===== config.mk =====
export PLATFORM = sky130hd
export DESIGN_NAME = pll_reset_seq
export DESIGN_NICKNAME = d
export VERILOG_FILES = /design/src/rtl/pll_reset_seq.sv
export SDC_FILE = /design/constraint.sdc
export NUM_CORES = 1
export LEC_CHECK = 0
export CAP_MARGIN = 5
export CORE_UTILIZATION = 50
export CTS_CLUSTER_DIAMETER = 40
export DETAILED_ROUTE_END_ITERATION = 16
export PLACE_DENSITY = 0.81
export SKIP_CTS_REPAIR_TIMING = 1
export SLEW_MARGIN = 20
export SYNTH_ARGS = -nofsm -noshare
export SYNTH_HDL_FRONTEND = slang
export SYNTH_SLANG_ARGS = --single-unit

===== constraint.sdc =====
create_clock -name clk -period 2.7 [get_ports clk]
set_clock_uncertainty 0.1 [all_clocks]
set_input_delay 0.54 -clock clk [delete_from_list [all_inputs] [get_ports clk]]
set_output_delay 0.54 -clock clk [all_outputs]
set_load 0.05 [all_outputs]

===== src/rtl/pll_reset_seq.sv =====
// pll_reset_seq: reset and bring-up sequencer running on the PLL output clock.
// It waits for a stable PLL lock, pulses the PSRAM controller reset, waits for
// PSRAM calibration and then releases the system reset. A calibration timeout
// triggers a PLL reset pulse. Losing lock restarts the whole sequence.
//
// Ports:
//   clk          PLL output clock (single clock domain)
//   rst_n        asynchronous active-low board reset
//   pll_lock     PLL lock, asynchronous (2-FF synchronised here)
//   psram_calib  PSRAM calibration done, asynchronous (2-FF synchronised here)
//   pll_reset    active-high PLL reset request pulse
//   psram_rst_n  active-low reset to the PSRAM controller IP
//   sys_rst_n    active-low reset to cartridge/bus logic
//   ready        high while the system is running (same as sys_rst_n)
//   fail_cnt     saturating count of recoveries (timeouts + lock losses)
module pll_reset_seq #(
  parameter int unsigned LOCK_STABLE_CYCLES = 1024,
  parameter int unsigned PSRAM_RST_CYCLES   = 64,
  parameter int unsigned CALIB_TIMEOUT      = 1048576,
  parameter int unsigned PLL_RST_CYCLES     = 16
) (
  input  logic       clk,
  input  logic       rst_n,
  input  logic       pll_lock,
  input  logic       psram_calib,
  output logic       pll_reset,
  output logic       psram_rst_n,
  output logic       sys_rst_n,
  output logic       ready,
  output logic [3:0] fail_cnt
);

  localparam int unsigned MAX_AB = (LOCK_STABLE_CYCLES > PSRAM_RST_CYCLES) ?
                                   LOCK_STABLE_CYCLES : PSRAM_RST_CYCLES;
  localparam int unsigned MAX_CD = (CALIB_TIMEOUT > PLL_RST_CYCLES) ?
                                   CALIB_TIMEOUT : PLL_RST_CYCLES;
  localparam int unsigned MAX_P  = (MAX_AB > MAX_CD) ? MAX_AB : MAX_CD;
  localparam int CNT_W = $clog2(MAX_P) + 1;

  // Terminal counts: the counter is zero on the first cycle in a state, so a
  // state lasting X cycles leaves when the counter shows X-1.
  localparam logic [CNT_W-1:0] STABLE_LAST = CNT_W'(LOCK_STABLE_CYCLES - 1);
  localparam logic [CNT_W-1:0] PSRAM_LAST  = CNT_W'(PSRAM_RST_CYCLES - 1);
  localparam logic [CNT_W-1:0] CALIB_LAST  = CNT_W'(CALIB_TIMEOUT - 1);
  localparam logic [CNT_W-1:0] PLL_LAST    = CNT_W'(PLL_RST_CYCLES - 1);

  typedef enum logic [2:0] {
    WAIT_LOCK,
    STABLE,
    PSRAM_RST,
    WAIT_CALIB,
    RUN,
    PLL_RST
  } state_t;

  state_t           state;
  state_t           state_next;
  logic [CNT_W-1:0] cnt;
  logic             fail_inc;
  logic             timed;

  logic lock_meta;
  logic lock_s;
  logic calib_meta;
  logic calib_s;

  // Two-flop synchronisers for the asynchronous status inputs.
  always_ff @(posedge clk or negedge rst_n) begin
    if (!rst_n) begin
      lock_meta  <= 1'b0;
      lock_s     <= 1'b0;
      calib_meta <= 1'b0;
      calib_s    <= 1'b0;
    end else begin
      lock_meta  <= pll_lock;
      lock_s     <= lock_meta;
      calib_meta <= psram_calib;
      calib_s    <= calib_meta;
    end
  end

  // Next-state logic. Lock loss has priority in every post-lock state; in
  // WAIT_CALIB a completed calibration beats a simultaneous timeout.
  always_comb begin
    state_next = state;
    fail_inc   = 1'b0;
    timed      = 1'b0;
    case (state)
      WAIT_LOCK: begin
        if (lock_s) state_next = STABLE;
      end
      STABLE: begin
        timed = 1'b1;
        if (!lock_s)                 state_next = WAIT_LOCK;
        else if (cnt == STABLE_LAST) state_next = PSRAM_RST;
      end
      PSRAM_RST: begin
        timed = 1'b1;
        if (!lock_s)                state_next = WAIT_LOCK;
        else if (cnt == PSRAM_LAST) state_next = WAIT_CALIB;
      end
      WAIT_CALIB: begin
        timed = 1'b1;
        if (!lock_s) begin
          state_next = WAIT_LOCK;
          fail_inc   = 1'b1;
        end else if (calib_s) begin
          state_next = RUN;
        end else if (cnt == CALIB_LAST) begin
          state_next = PLL_RST;
          fail_inc   = 1'b1;
        end
      end
      RUN: begin
        if (!lock_s) begin
          state_next = WAIT_LOCK;
          fail_inc   = 1'b1;
        end else if (!calib_s) begin
          state_next = PSRAM_RST;
        end
      end
      PLL_RST: begin
        timed = 1'b1;
        if (cnt == PLL_LAST) state_next = WAIT_LOCK;
      end
      default: state_next = WAIT_LOCK;
    endcase
  end

  // State, counter and registered outputs. Outputs are decoded from the next
  // state so they change on the same edge that enters a state.
  always_ff @(posedge clk or negedge rst_n) begin
    if (!rst_n) begin
      state       <= WAIT_LOCK;
      cnt         <= '0;
      pll_reset   <= 1'b0;
      psram_rst_n <= 1'b0;
      sys_rst_n   <= 1'b0;
      ready       <= 1'b0;
      fail_cnt    <= 4'd0;
    end else begin
      state <= state_next;
      if (state_next != state) begin
        cnt <= '0;
      end else if (timed) begin
        cnt <= cnt + 1'b1;
      end
      pll_reset   <= (state_next == PLL_RST);
      psram_rst_n <= (state_next == WAIT_CALIB) || (state_next == RUN);
      sys_rst_n   <= (state_next == RUN);
      ready       <= (state_next == RUN);
      if (fail_inc && (fail_cnt != 4'hF)) begin
        fail_cnt <= fail_cnt + 4'd1;
      end
    end
  end

endmodule

**Yosys cells after proc, flatten, opt, wreduce, memory -nomap -nowiden**

Cells that the tools add are included.

- Bits in registers: 35
- Input bits: 4
- Output and inout bits: 8
- Word-level logic and storage cells: 51

- Add/subtract/negate cells: 2
- Equal/unequal tests: 14
- Mux-type cells: 20
- Reduce and logical (&&, ||, !) cells: 5

Operators with widths:

| cell | count |
|---|---|
| $mux W21 | 2 |
| $mux W3 | 11 |
| $add A21 B1 Y21 const B | 1 |
| $eq A21 B10 Y1 const B | 1 |
| $eq A21 B20 Y1 const B | 1 |
| $eq A21 B4 Y1 const B | 1 |
| $eq A21 B6 Y1 const B | 1 |
| $pmux W3 S6 | 1 |
| $eq A3 B3 Y1 const B | 4 |
| $eq A3 B2 Y1 const B | 3 |
| $mux W1 | 5 |
| $add A4 B1 Y4 const B | 1 |
| $ne A4 B4 Y1 const B | 1 |
| $reduce_or A4 Y1 | 1 |
| $eq A3 B1 Y1 const B | 1 |
| $logic_not A3 Y1 | 1 |
| $ne A3 B3 Y1 | 1 |
| $pmux W1 S2 | 1 |
| $reduce_bool A2 Y1 | 1 |
| $logic_and A1 B1 Y1 | 1 |
| $logic_or A1 B1 Y1 | 1 |

**Depth between registers and ports, before layout**

Gate-level depths: netlist (run 1).

- Word-level depth: 7
- Mapped depth: 7
- Depth with buffers taken out: 7

**Worst setup path before layout (run 1)**

OpenSTA, ideal clock, no wires.

- Kind: reg-to-reg
- From: register cnt[12]
- To: register psram_rst_n
- Setup time: 125 ps
- Arrival: 2002 ps
- Required time: 2475 ps
- Slack: 473 ps
- Cell stages (with the launch flop): 6
- Path buffers: 0
- Period minus slack after synthesis: 2227 ps
- Path through: dfrtp_1 > or4_4 > nor4_4 > a221oi_2 > a211oi_2 > mux2_2

- Longest elaborated chain between the ends: 7
- Elaborated cells between the ends (all ways): 16
- Those cells by class: eq/ne: 6; mux: 9; reduce/logical: 1

RTL lines:

| what | line | source |
|---|---|---|
| from (decl) | 58 | `logic [CNT_W-1:0] cnt;` |
| from (signal assigned) | 146 | `cnt <= cnt + 1'b1;` |
| $eq A21 B20 Y1 | 109 | `end else if (cnt == CALIB_LAST) begin` |
| $mux W3 | 109 |  |
| $mux W3 | 107 | `end else if (calib_s) begin` |
| $mux W3 | 104 | `if (!lock_s) begin` |
| $pmux W3 S6 (*) | 88 | `case (state)` |
| $eq A3 B2 Y1 or $eq A3 B3 Y1 (tied branches) | 149 | `psram_rst_n <= (state_next == WAIT_CALIB) \|\| (state_next == RUN);` |
| $logic_or A1 B1 Y1 (*) | 149 |  |
| to (signal assigned) | 149 |  |
| to (decl) | 27 | `output logic psram_rst_n,` |

Every way passes the cells marked *; elsewhere a longest branch is shown, timed or not.
A chain may end at the register's enable or synchronous reset.

**Worst setup path after layout (run 1)**

- From: register cnt[14]
- To: register cnt[6]

- Longest elaborated chain between the ends: 7
- Elaborated cells between the ends (all ways): 16
- Those cells by class: eq/ne: 5; mux: 10; reduce/logical: 1

RTL lines:

| what | line | source |
|---|---|---|
| $eq A21 B20 Y1 | 109 |  |
| $mux W3 | 109 |  |
| $mux W3 | 107 |  |
| $mux W3 | 104 |  |
| $pmux W3 S6 (*) | 88 |  |
| $ne A3 B3 Y1 (*) | 143 | `if (state_next != state) begin` |
| $mux W21 or $reduce_bool A2 Y1 (tied branches) | - |  |

Marks and branches as above.

==> metrics.md, run 1 <==
| Metric | Value |
|---|---|
| Initial antenna violation count | `0` |
| Clock buffer count from CTS | `5` |
| RSZ-0062 raised after global routing | `false` |
| Final Worst Setup Slack | `0.221 ns` |
| Register bit total from synthesis | `35` |
| DR iter-0 viols | `92` |
| CTS root buffer | `clkbuf_8` |
| Synth Area in Compound Gates | `9.45%` |
| WL final | `3850 um` |
| Gpl congestion | `0.883` |
| Vias in the first global route | `1392` |
| Bufs and invs on worst path | `0` |
| Global-route wire length before repair | `6310 um` |
| Layout cell share with drive strength beyond 1 | `13.4%` |
| DRT Pass-1 Iters | `4` |
| Arrival @ worst endpoint | `2.52 ns` |
| # DRC | `0` |
| Kind of cell adding the most delay to the critical path | `simple AND/OR/NAND/NOR gates` |
| Switching Fraction | `21.6%` |
| Vias per Instance | `6.05` |
| Clk sinks | `35` |
| Xor/xnor share of the synthesized area | `9.71%` |
| Antenna diodes | `0` |
| Core footprint | `3470 um^2` |
| Crit path kind | `reg -> reg` |
| Max stage delay on crit path | `0.61 ns` |
| Synth Area in Simple Gates | `26.9%` |
| NetSw | `206 uW` |
| Setup crit start kind | `register` |
| Hold/Removal Path Class | `reg -> reg` |
| Worst-Skew Late Latency | `0.28 ns` |
| Final min period | `2.48 ns` |
| Mean routed wirelength per cell | `15.5 um` |
| Final hold viol count | `0` |
| Setup TNS | `0 ns` |
| Required time worst endpoint | `2.74 ns` |
| Die area | `4040 um^2` |
| CTS H-Tree Depth | `2` |
| Post-Syn Instances | `189` |
| Synthesized area | `1890 um^2` |
| # fillers | `305` |
| I/O Buffers | `11` |
| Worst slack, placed | `0.239 ns` |
| Pin count of the biggest net entering global routing | `36` |
| P per Cell Area | `448 nW/um^2` |
| Largest family of logic cells by synthesized area | `simple AND/OR/NAND/NOR gates` |
| Hpwl dp | `2700 um` |
| Vias | `1501` |
| Max-cap violations | `0` |
| I/O pin cnt | `12` |
| Register area share after synthesis | `46.2%` |
| Max Freq | `403 MHz` |
| Measured slew at the worst slew-check pin | `0.727 ns` |
| Final setup fails | `0` |
| CTS max path bufs | `2` |
| Area occupied by multi-input gates | `952 um^2` |
| CTS tree | `yes` |
| Initial Util | `54.6%` |
| CP Max Fanout | `21` |
| Syn Nets | `195` |
| CP endpoint kind | `register` |
| Final worst-path cycle share | `91.8%` |
| Worst path slowest cell | `or4_1` |
| Clock power frac | `38.3%` |
| Site Rows | `21` |
| Ys Warns | `0` |
| Leak pwr | `0.000893 uW` |
| Count of cell types in the netlist | `45` |
| Max-slew violations | `0` |
| Status | `finished clean` |
| DIE HEIGHT | `63.6 um` |
| Internal Dissipation | `749 uW` |
| Synth Area in Adders | `1.32%` |
| Logic pwr share | `5.1%` |
| Max VDD drop | `0.311 mV` |
| Clk slew on worst S/H paths | `0.06 ns` |
| Relative slew slack | `51.4%` |
| Sequential Area | `876 um^2` |
| Reg power frac | `56.5%` |
| Area Overhead vs Synth | `12.5%` |
| Grt total ovfl | `0` |
| Total Nets Final | `208` |
| Total GRT Usage | `20.3%` |
| Die W | `63.6 um` |
| Fraction of synthesized area in multiplexers | `2.91%` |
| Worst-path cell chain | `or4_1, nor4_4, a31o_2, o221a_2, nor3_1` |
| Final ANT Viol Nets | `0` |
| Syn avg cell area | `10.0 um^2` |
## synthesized netlist by cell type (all sizes together)
library cell,number,area (um^2)
a21oi,3,15.0
a31o,1,8.76
nand2,14,52.6
dfrtp,35,876
nor3,29,145
a2111oi,2,30.0
or4,3,26.3
o21bai,1,7.51
a31oi,1,6.26
or3,1,6.26
xnor2,8,70.1
xor2,13,114
or2,1,6.26
nor2,11,41.3
a211oi,3,32.5
a21boi,1,7.51
inv,5,18.8
a32oi,1,8.76
nand4bb,1,11.3
nor4,3,33.8
buf,5,32.5
nand4b,1,8.76
o221a,1,11.3
nor4b,1,8.76
nand4,5,31.3
and3,1,6.26
a221oi,2,23.8
and2,2,12.5
nand3,10,50.1
mux2i,1,10.0
nand2b,7,43.8
o32a,1,11.3
o221ai,1,8.76
and4,2,17.5
clkbuf,4,15.0
mux2,4,45.0
ha,2,25.0
nand3b,1,7.51
o21a,1,7.51
## placed cells by master (no fill, tap or decap), drive strengths merged, types with 4 or more instances in the layout
master / n
dfrtp: 35
nor3: 29
nand2: 14
xor2: 13
nor2: 11
clkdlybuf4s50: 11
nand3: 10
xnor2: 8
nand2b: 7
clkbuf: 6
nand4: 5
inv: 5
mux2: 4
buf: 4
## sequential cells by signal, indices dropped and copies added (netlist names)
name         cells
lock_s           1
psram_rst_n      1
lock_meta        1
pll_reset        1
ready            1
cnt             21
calib_s          1
state            3
calib_meta       1
fail_cnt         4
## worst register-to-register path: stages, from the launching register on
cell and delay [ns]:
dfrtp_1 0.43, or4_1 0.61, nor4_4 0.37, a31o_2 0.23, o221a_2 0.48, nor3_1 0.12
## stage by stage
stage	instances	total power [uW]	hold slack (ns)	area [um^2]	util, %
2_1_floorplan	189	576	0.144	1890	-
3_3_place_gp	241	595	0.232	2040	58.9
3_5_place_dp	241	598	0.236	2040	58.9
4_1_cts	248	963	0.250	2130	61.5
5_1_grt	248	989	0.259	2130	61.5
6_report	248	956	0.247	2130	61.5
## area by class of cell
class,count,area share (%)
Clock inverter,1,0.235
Timing Repair Buffer,15,6.57
Sequential cell,35,41.1
Tap cell,46,2.70
Multi-Input combinational cell,140,44.7
Clock buffer,6,3.87
Inverter,5,0.880
## path summary, 6_finish.rpt
kind	startpoint	cells after the start	endpoint	slack (ns)
setup / recovery	cnt[14]$_DFFE_PN0P_	5	cnt[6]$_DFFE_PN0P_	0.22
hold / removal	calib_meta$_DFF_PN0_	0	calib_s$_DFF_PN0_	0.25
setup reg to reg	cnt[14]$_DFFE_PN0P_	5	cnt[6]$_DFFE_PN0P_	0.22
hold reg to reg	calib_meta$_DFF_PN0_	0	calib_s$_DFF_PN0_	0.25
max in group asynchronous	rst_n	2	cnt[1]$_DFFE_PN0P_	1.61
min in group asynchronous	rst_n	2	cnt[9]$_DFFE_PN0P_	0.57
## routing by layer
metal / GRT usage (%) / part of all wire (%) / vias up
li1: - / - / 708
met1: 25.6 / 44 / 751
met2: 33.2 / 50 / 35
met3: 4.71 / 4.5 / 7
met4: 7.95 / 1.1 / 0
met5: 0 / 0 / -
## cell families after synthesis
kind of cell	Yosys count
fa+ha+maj	2
buf+inv	14
mux	5
flops	35
compound gates	19
xor+xnor	21
simple gates	93
## power by group through the flow
stage / Clock, uW / Sequential [uW] / Combinational [uW]
after floorplan: 0 / 545 / 30.9
after global placement: 0 / 549 / 46.2
after detailed placement: 0 / 549 / 48.7
after CTS: 374 / 540 / 49.4
after global routing: 393 / 541 / 55.3
final: 366 / 540 / 49.0
No activity file was read; power rests on OpenSTA's default activity.
==> run 2: changes to the inputs <==
CORE_UTILIZATION = 45   (was 50)
PLACE_DENSITY = 0.75   (was 0.81)
==> run 2 against run 1 <==
Count of clock-buffer cells in the layout is 1 lower. Hold slack improved by 0.0051 ns. Critical path depth unchanged. Critical endpoint is now cnt[8]$_DFFE_PN0P_.
==> metrics.md, run 2 (same netlist as run 1, synthesis figures left out) <==
| Metric | Value |
|---|---|
| P per Cell Area | `527 nW/um^2 (+18%)` |
| Max Freq | `412 MHz (+2.2%)` |
| Max VDD drop | `0.367 mV (+18%)` |
| Max FFs per register | `21 (unchanged)` |
| Antenna diodes | `0 (unchanged)` |
| Reg2reg path depth | `5 (unchanged)` |
| CTS root buffer | `clkbuf_8` |
| Fin Hold WS | `0.252 ns (+0.00508 ns)` |
| Core footprint | `4030 um^2 (+16%)` |
| Grt total ovfl | `0 (unchanged)` |
| Area Overhead vs Synth | `15.8%` |
| Final min period | `2.42 ns (-0.0543 ns)` |
| Post-route cell area | `2190 um^2 (+2.9%)` |
| DR iter-0 viols | `114 (+24%)` |
| Area after DPL | `2060 um^2 (+0.61%)` |
| Min-Delay Startpoint | `lock_meta$_DFF_PN0_` |
| Status | `finished clean` |
| I/O pin cnt | `12 (unchanged)` |
| Site Rows | `23 (+9.5%)` |
| Clk slew on worst S/H paths | `0.07 ns (about the same)` |
| Required time worst endpoint | `2.76 ns (+0.02 ns)` |
| CP endpoint kind | `register` |
| Final worst-path cycle share | `89.8% (-2.0 points)` |
| Clock buffer count from CTS | `5 (unchanged)` |
| Biggest register | `cnt` |
| Reg2reg setup slack | `0.28 ns (+0.05 ns)` |
| I/O Buffers | `11 (unchanged)` |
| Vias per Instance | `5.82 (-3.8%)` |
| Setup crit start kind | `register` |
| Vias in the first global route | `1407 (+1.1%)` |
| WL final | `3700 um (-3.7%)` |
| Max-slew violations | `0 (unchanged)` |
| Pin count of the biggest net entering global routing | `36 (unchanged)` |
| Gpl congestion | `0.923 (+4.6%)` |
| Max-cap violations | `0 (unchanged)` |
| Relative slew slack | `54.9% (+3.5 points)` |
| Clk sinks | `35 (unchanged)` |
| Hold Crit Endpoint | `lock_s$_DFF_PN0_` |
| CTS H-Tree Depth | `2 (unchanged)` |
| CP Max Fanout | `21 (unchanged)` |
| Initial Util | `47.0% (-7.6 points)` |
| Hold/Removal Path Class | `reg -> reg` |
| Hpwl dp | `2430 um (-10%)` |
| Initial antenna violation count | `0 (unchanged)` |
| Max stage delay on crit path | `0.61 ns (about the same)` |
| Most common cell after layout, fill and taps aside | `dfrtp_1` |
| CTS max path bufs | `2 (unchanged)` |
| RSZ-0062 raised after global routing | `false` |
| R2R Path Start | `cnt[15]$_DFFE_PN0P_` |
| Final setup fails | `0 (unchanged)` |
| Crit path kind | `reg -> reg` |
| Hold Path Stages | `0 (unchanged)` |
| Worst-path cell chain | `or4_1, nor4_4, a31o_2, o221a_2, nor3_1` |
| Vias | `1479 (-1.5%)` |
| Global-route wire length before repair | `6370 um (+0.87%)` |
| DIE HEIGHT | `66.9 um (+5.2%)` |
| Die W | `66.9 um (+5.2%)` |
| Leak pwr | `0.000916 uW (+2.6%)` |
| Worst-Skew Late Latency | `0.30 ns (+0.02 ns)` |
| Layout cell share with drive strength beyond 1 | `14.2% (+0.85 points)` |
| Mean routed wirelength per cell | `14.6 um (-6.0%)` |
| # DRC | `0 (unchanged)` |
| Most frequent cells in the layout | `dfrtp_1, nor3_1, nand2_1` |
| RR Endpoint | `cnt[8]$_DFFE_PN0P_` |
| Worst path slowest cell | `or4_1` |
| Total Power | `1160 uW (+21%)` |
| Setup TNS | `0 ns (unchanged)` |
| DRT Pass-1 Iters | `4 (unchanged)` |
| Final hold viol count | `0 (unchanged)` |
| Die area | `4470 um^2 (+11%)` |
| Final ANT Viol Nets | `0 (unchanged)` |
| Total Nets Final | `209 (+0.48%)` |
| Total GRT Usage | `19.9% (-0.36 points)` |
| Top Registers | `cnt: 21 flops, fail_cnt: 4 flops, state: 3 flops` |
| Measured slew at the worst slew-check pin | `0.675 ns (-0.0525 ns)` |
| # fillers | `364 (+19%)` |
| CTS tree | `yes` |
| Arrival @ worst endpoint | `2.49 ns (-0.03 ns)` |
-- run 2: cell types whose count changed in the layout (fill, tap and decap cells not counted) --
cell	previous run	this run
bufinv_16	0	2
buf_4	4	5
clkbuf_8	6	5
clkinv_2	1	0
clkinvlp_4	0	1
-- run 2: layer usage --
metal | vias up | part of all wire (%) | GRT usage (%)
met5 | - | 0 | 0
met4 | 0 | 1.9 | 9.04
met3 | 8 | 4.8 | 6.85
met2 | 36 | 47 | 30.4
met1 | 728 | 46 | 25.0
li1 | 707 | - | -
-- run 2: how the worst max path moves through the flow --
stage / startpoint / to / slack [ns] / cells after the start
2_1_floorplan: cnt[12]$_DFFE_PN0P_ / psram_rst_n$_DFF_PN0_ / 0.47 / 5
3_3_place_gp: cnt[12]$_DFFE_PN0P_ / cnt[19]$_DFFE_PN0P_ / 0.32 / 5
3_5_place_dp: cnt[12]$_DFFE_PN0P_ / cnt[8]$_DFFE_PN0P_ / 0.27 / 5
4_1_cts: cnt[12]$_DFFE_PN0P_ / cnt[8]$_DFFE_PN0P_ / 0.26 / 5
5_1_grt: cnt[12]$_DFFE_PN0P_ / cnt[1]$_DFFE_PN0P_ / 0.10 / 5
6_report: cnt[15]$_DFFE_PN0P_ / cnt[8]$_DFFE_PN0P_ / 0.28 / 5
-- run 2: cell type report --
type	count	area, um^2	area share (%)
inverter	5	18.8	0.856
clock inverter	3	67.6	3.08
timing repair buffer	16	148	6.73
sequential	35	876	39.9
multi-input combinational	140	952	43.4
tap	50	62.6	2.85
clock buffer	5	68.8	3.14
-- run 2: where the power goes --
group | switching [uW] | internal, uW
sequential | 8.73 | 531
clock | 201 | 368
combinational | 29.8 | 18.3
total | 239 | 917
-- run 2: per-stage QoR --
step           util (%)  setup slack (ns)  cells
2_1_floorplan         -             0.473    189
3_3_place_gp       51.1             0.321    246
3_5_place_dp       51.1             0.274    246
4_1_cts            54.4             0.259    254
5_1_grt            54.4             0.101    254
6_report           54.4             0.275    254
-- run 2: worst max-delay path, delay by kind of cell, from the launching register on --
family             cells  cell delay [ns]
AOI/OAI and AO/OA      2             0.70
and+or+nand+nor        3             1.08
DFF                    1             0.40
